<file path="config.mk">
export PLATFORM = sky130hd
export DESIGN_NAME = up_control
export DESIGN_NICKNAME = d
export VERILOG_FILES = /design/src/rtl/up_control.sv
export SDC_FILE = /design/constraint.sdc
export NUM_CORES = 1
export LEC_CHECK = 0
export CORE_AREA = 4 4 45 47
export DETAILED_ROUTE_END_ITERATION = 10
export DIE_AREA = 0 0 49 51
export HOLD_SLACK_MARGIN = 0.02
export PLACE_DENSITY = 0.65
export SYNTH_ARGS = -nofsm -noshare
export SYNTH_HDL_FRONTEND = slang
export SYNTH_SLANG_ARGS = --single-unit
</file>
<file path="constraint.sdc">
create_clock -name clk -period 1.75 [get_ports clk]
set_input_delay 0.2625 -clock clk [delete_from_list [all_inputs] [get_ports clk]]
set_output_delay 0.2625 -clock clk [all_outputs]
set_load 0.005 [all_outputs]
</file>
<file path="src/rtl/up_control.sv">
// up_control: fetch/decode/execute sequencer for the 8-bit micro datapath.
// Define UP_CONTROL_STACK_EN to enable PUSH (C) and POP (D); otherwise they are NOPs.
module up_control (
    input  logic       clk,
    input  logic       nRst,
    input  logic       start,
    input  logic [3:0] ir,
    input  logic       mem_ack,
    output logic [4:0] op,
    output logic       ir_we,
    output logic       pc_we,
    output logic       rb_we,
    output logic       sp_we,
    output logic [2:0] rb_sel_in,
    output logic       addr_le,
    output logic       bus_sel,
    output logic       mem_req,
    output logic       mem_we,
    output logic       halted
);

    localparam logic [4:0] OP_PASS = 5'b10100;
    localparam logic [4:0] OP_PC   = 5'b10001;
    localparam logic [4:0] OP_R0   = 5'b00110;
    localparam logic [4:0] OP_R3   = 5'b01001;
    localparam logic [4:0] OP_SPDN = 5'b10000;
    localparam logic [4:0] OP_SPUP = 5'b01111;

    localparam logic [2:0] SEL_MEM = 3'b000;
    localparam logic [2:0] SEL_R0  = 3'b100;
    localparam logic [2:0] SEL_R1  = 3'b101;
    localparam logic [2:0] SEL_R2  = 3'b110;
    localparam logic [2:0] SEL_R3  = 3'b111;

    typedef enum logic [2:0] {
        IDLE,
        F_ADDR,
        F_WAIT,
        INC,
        EXEC,
        M_WAIT,
        HALT
    } state_t;

    state_t state;
    state_t next_state;

    // Direction of the pending data access, captured when leaving EXEC
    logic mem_wr;
    logic mem_wr_next;

    always_ff @(posedge clk or negedge nRst) begin
        if (!nRst) begin
            state  <= IDLE;
            mem_wr <= 1'b0;
        end else begin
            state  <= next_state;
            mem_wr <= mem_wr_next;
        end
    end

    always_comb begin
        next_state  = state;
        mem_wr_next = mem_wr;
        op          = OP_PASS;
        ir_we       = 1'b0;
        pc_we       = 1'b0;
        rb_we       = 1'b0;
        sp_we       = 1'b0;
        rb_sel_in   = 3'b000;
        addr_le     = 1'b0;
        bus_sel     = 1'b0;
        mem_req     = 1'b0;
        mem_we      = 1'b0;
        halted      = 1'b0;

        unique case (state)
            IDLE: begin
                if (start) next_state = F_ADDR;
            end

            F_ADDR: begin
                op         = OP_PC;
                addr_le    = 1'b1;
                next_state = F_WAIT;
            end

            F_WAIT: begin
                mem_req = 1'b1;
                if (mem_ack) begin
                    ir_we      = 1'b1;
                    next_state = INC;
                end
            end

            INC: begin
                bus_sel    = 1'b1;
                pc_we      = 1'b1;
                next_state = EXEC;
            end

            EXEC: begin
                next_state = F_ADDR;
                case (ir)
                    4'h0, 4'h1, 4'h2, 4'h3, 4'h4, 4'h5: begin
                        op        = {1'b0, ir};
                        rb_sel_in = SEL_R0;
                        rb_we     = 1'b1;
                    end
                    4'h6: begin
                        op        = {1'b0, ir};
                        rb_sel_in = SEL_R1;
                        rb_we     = 1'b1;
                    end
                    4'h7: begin
                        op        = {1'b0, ir};
                        rb_sel_in = SEL_R2;
                        rb_we     = 1'b1;
                    end
                    4'h8: begin
                        op        = {1'b0, ir};
                        rb_sel_in = SEL_R3;
                        rb_we     = 1'b1;
                    end
                    4'h9: begin
                        op        = OP_R3;
                        rb_sel_in = SEL_R0;
                        rb_we     = 1'b1;
                    end
                    4'hA: begin
                        op          = OP_R3;
                        addr_le     = 1'b1;
                        mem_wr_next = 1'b0;
                        next_state  = M_WAIT;
                    end
                    4'hB: begin
                        op          = OP_R3;
                        addr_le     = 1'b1;
                        mem_wr_next = 1'b1;
                        next_state  = M_WAIT;
                    end
`ifdef UP_CONTROL_STACK_EN
                    4'hC: begin
                        op          = OP_SPDN;
                        sp_we       = 1'b1;
                        addr_le     = 1'b1;
                        mem_wr_next = 1'b1;
                        next_state  = M_WAIT;
                    end
                    4'hD: begin
                        op          = OP_SPUP;
                        sp_we       = 1'b1;
                        addr_le     = 1'b1;
                        mem_wr_next = 1'b0;
                        next_state  = M_WAIT;
                    end
`endif
                    4'hE: begin
                        op    = OP_R3;
                        pc_we = 1'b1;
                    end
                    4'hF: begin
                        next_state = HALT;
                    end
                    default: begin
                        next_state = F_ADDR;
                    end
                endcase
            end

            M_WAIT: begin
                mem_req = 1'b1;
                if (mem_wr) begin
                    op     = OP_R0;
                    mem_we = 1'b1;
                end
                if (mem_ack) begin
                    if (!mem_wr) begin
                        rb_sel_in = SEL_MEM;
                        rb_we     = 1'b1;
                    end
                    next_state = F_ADDR;
                end
            end

            HALT: begin
                halted = 1'b1;
                if (start) next_state = F_ADDR;
            end

            default: begin
                next_state = IDLE;
            end
        endcase
    end

endmodule

</file>
==> qor.txt <==
Synth Area in XOR/XNOR - 0
CTS clk-pin slew, worst paths - 0.04 ns
CTS sink count - 4
syn_area_per_cell - 7.10 µm²
row count - 15
Syn Inst Count - 73
Cell Area, Synth - 518 µm²
setup_tns - -0.0273 ns
antenna violations before repair - 0
routed len/inst - 13.3 µm
sequential element share of the synthesized area - 0.193
number of diodes - 0
Final Util - 0.592
largest net degree at the start of global routing - 11
ys async rst share - 1.00
r2r startpoint - state[1]
Fill cells - 158
Hold Fails Final Rpt - 0
Die X - 49 µm
gpl congestion - 0.800
area share of fa/ha/maj cells after synthesis - 0
vias in the first global route - 654
Worst Path Arrival - 1.51 ns
Yosys warning total - 0
mux contribution to synthesized area - 0.0628
crit path kind - reg2out
crit path time final - 1.78 ns
crit path capture type - output pin
RSZ-0062 raised after global routing - yes
Hold Crit Class - in2async
endpoints failing setup - 1
Initial DRT Pass Iterations - 4
r2r endpoint - mem_wr
Max FO, Critical Path - 3
Pleak - 0.475 nW
via/cell ratio - 5.06
grt ovf - 0
Residual DRC - 0
Final ANT Viol Nets - 0
fin nets - 126
Worst Reg-to-Reg Cells - 4
post-synthesis register bit count - 4
port bufs - 23
VDD IR-drop max - 0.815 mV
layout cells sized above 1 - 0.397
total die area - 0.00250 mm²
Setup Slack @ Placement - -0.403 ns
simple-gate portion of the synthesized area - 0.386
Core Area - 0.00165 mm²
EDFF count, synth - 0
Skew-Pair Late Insertion Delay - 0.23 ns
outcome - finished, violations left
htree depth - 1
max-cap viol count - 0
PwrDens - 1150 mW/mm²
Compound-Gate Fraction of Synth Area - 0.271
via count - 673
failing checks - setup timing
clock root cell - clkbuf_4
placed instance area - 856 µm²
Syn Nets - 81
initial drt markers - 8
hpwl dp - 1210 µm
worst clock skew - 0.00246 ns
final worst setup slack - -0.0273 ns
gr usage total - 0.148
deepest clock path buffer count - 2
final period utilization - 1.02
design area - 977 µm²
commonest non-fill, non-tap cell in the layout - buf_4
Final Max Tran Viols - 0
starting density of the core - 0.314
fmax - 0.563 GHz
Die H - 51 µm
CTS tree - done
Startpoint Class - register
largest family of logic cells by synthesized area - simple AND/OR/NAND/NOR gates
DRT Wirelength - 1770 µm
Distinct cells, synth - 31
global-route wire length before repair - 2890 µm
R2R setup slack - 0.19 ns
prevailing post-synth register cell - dfrtp_1
IO Pins - 25
total CTS buffers - 3
Required @ worst endpoint - 1.49 ns
commonest non-fill, non-tap cells in the layout - buf_4 (21), dlygate4sd2_1 (13), nand2_1 (8), a21oi_1 (6), nor2_1 (6)
Area Overhead vs Synth - 88.6%
==> layer usage <==
layer / vias to the layer above / GRT usage / share of wire
li1: 344 / - / -
met1: 315 / 0.170 / 0.42
met2: 14 / 0.259 / 0.54
met3: 0 / 0.0350 / 0.044
met4: 0 / 0.0673 / 0
met5: - / 0 / 0
==> cells by family after synthesis <==
family                 Yosys count
other                            1
AOI/OAI and AO/OA               22
DFF                              4
and+or+nand+nor                 34
buffers and inverters            9
muxes                            3
==> how the worst max path moves through the flow <==
stage / depth (start not counted) / endpoint / from / slack, ns
floorplan: 4 / mem_wr / state[0] / 0.29
global placement: 6 / pc_we / ir[3] / -0.36
detailed placement: 6 / rb_sel_in[1] / ir[1] / -0.40
CTS: 5 / rb_we / ir[2] / -0.1
global route: 5 / addr_le / state[0] / -0.08
finish: 5 / addr_le / state[0] / -0.03
==> critical path, cell delays in order, from the launching register on <==
cell and delay (ns):
dfrtp_1 0.39, buf_4 0.15, nand2b_4 0.13, or3_1 0.34, a21oi_1 0.14, buf_2 0.13
==> timing repair <==
| item | CTS | global route |
|---|---|---|
| buffers inserted | 5 | 3 |
| endpoints found under the setup margin | 16 | 12 |
| cloned | 0 | 0 |
| hold buffers | 0 | 0 |
| gates resized for setup | 36 | 16 |
| endpoints found under the hold margin | 0 | 0 |
| pin swaps | 2 | 2 |
==> stage by stage <==
stage,power [W],instances,hold slack [ns]
finish,0.00113,133,0.229
global route,0.00123,133,0.226
CTS,0.00104,130,0.222
detailed placement,0.000863,122,0.474
global placement,0.000863,122,0.470
floorplan,0.000510,73,-0.0331
==> synth_stat cells, types with 2 or more instances <==
library cell  n  area share
o21a_1        2       0.029
nor3_1        2       0.019
nor2_1        6       0.043
nor2b_1       3       0.036
o21ai_0       2       0.019
nor3b_1       3       0.043
a21oi_1       8       0.077
nand2_1       8       0.058
o31a_1        2       0.034
clkbuf_1      3       0.022
dfrtp_1       4        0.19
inv_1         2       0.014
o31ai_1       2       0.029
o2bb2ai_1     2       0.034
buf_2         3       0.029
nor4b_1       2       0.034
nand2b_1      5       0.060
==> sequential cells by signal, indices dropped and copies added, names as in the netlist <==
name    flops
state       3
mem_wr      1
==> final cells by class <==
| type | instances | area (µm²) | share of cell area |
|---|---|---|---|
| Clock buffer | 3 | 22.5 | 0.0230 |
| Inverter | 2 | 7.51 | 0.00768 |
| Multi-Input combinational cell | 60 | 448 | 0.458 |
| Sequential cell | 4 | 100 | 0.102 |
| Tap cell | 17 | 21.3 | 0.0218 |
| Timing Repair Buffer | 47 | 378 | 0.387 |
==> power by group <==
group	internal [W]	switching, W	total (W)
Clock	0.0000764	0.0000328	0.000109
Sequential	0.000134	0.0000301	0.000164
Combinational	0.000468	0.000387	0.000855
Total	0.000678	0.000450	0.00113
Power figures use the tool's default switching activity.
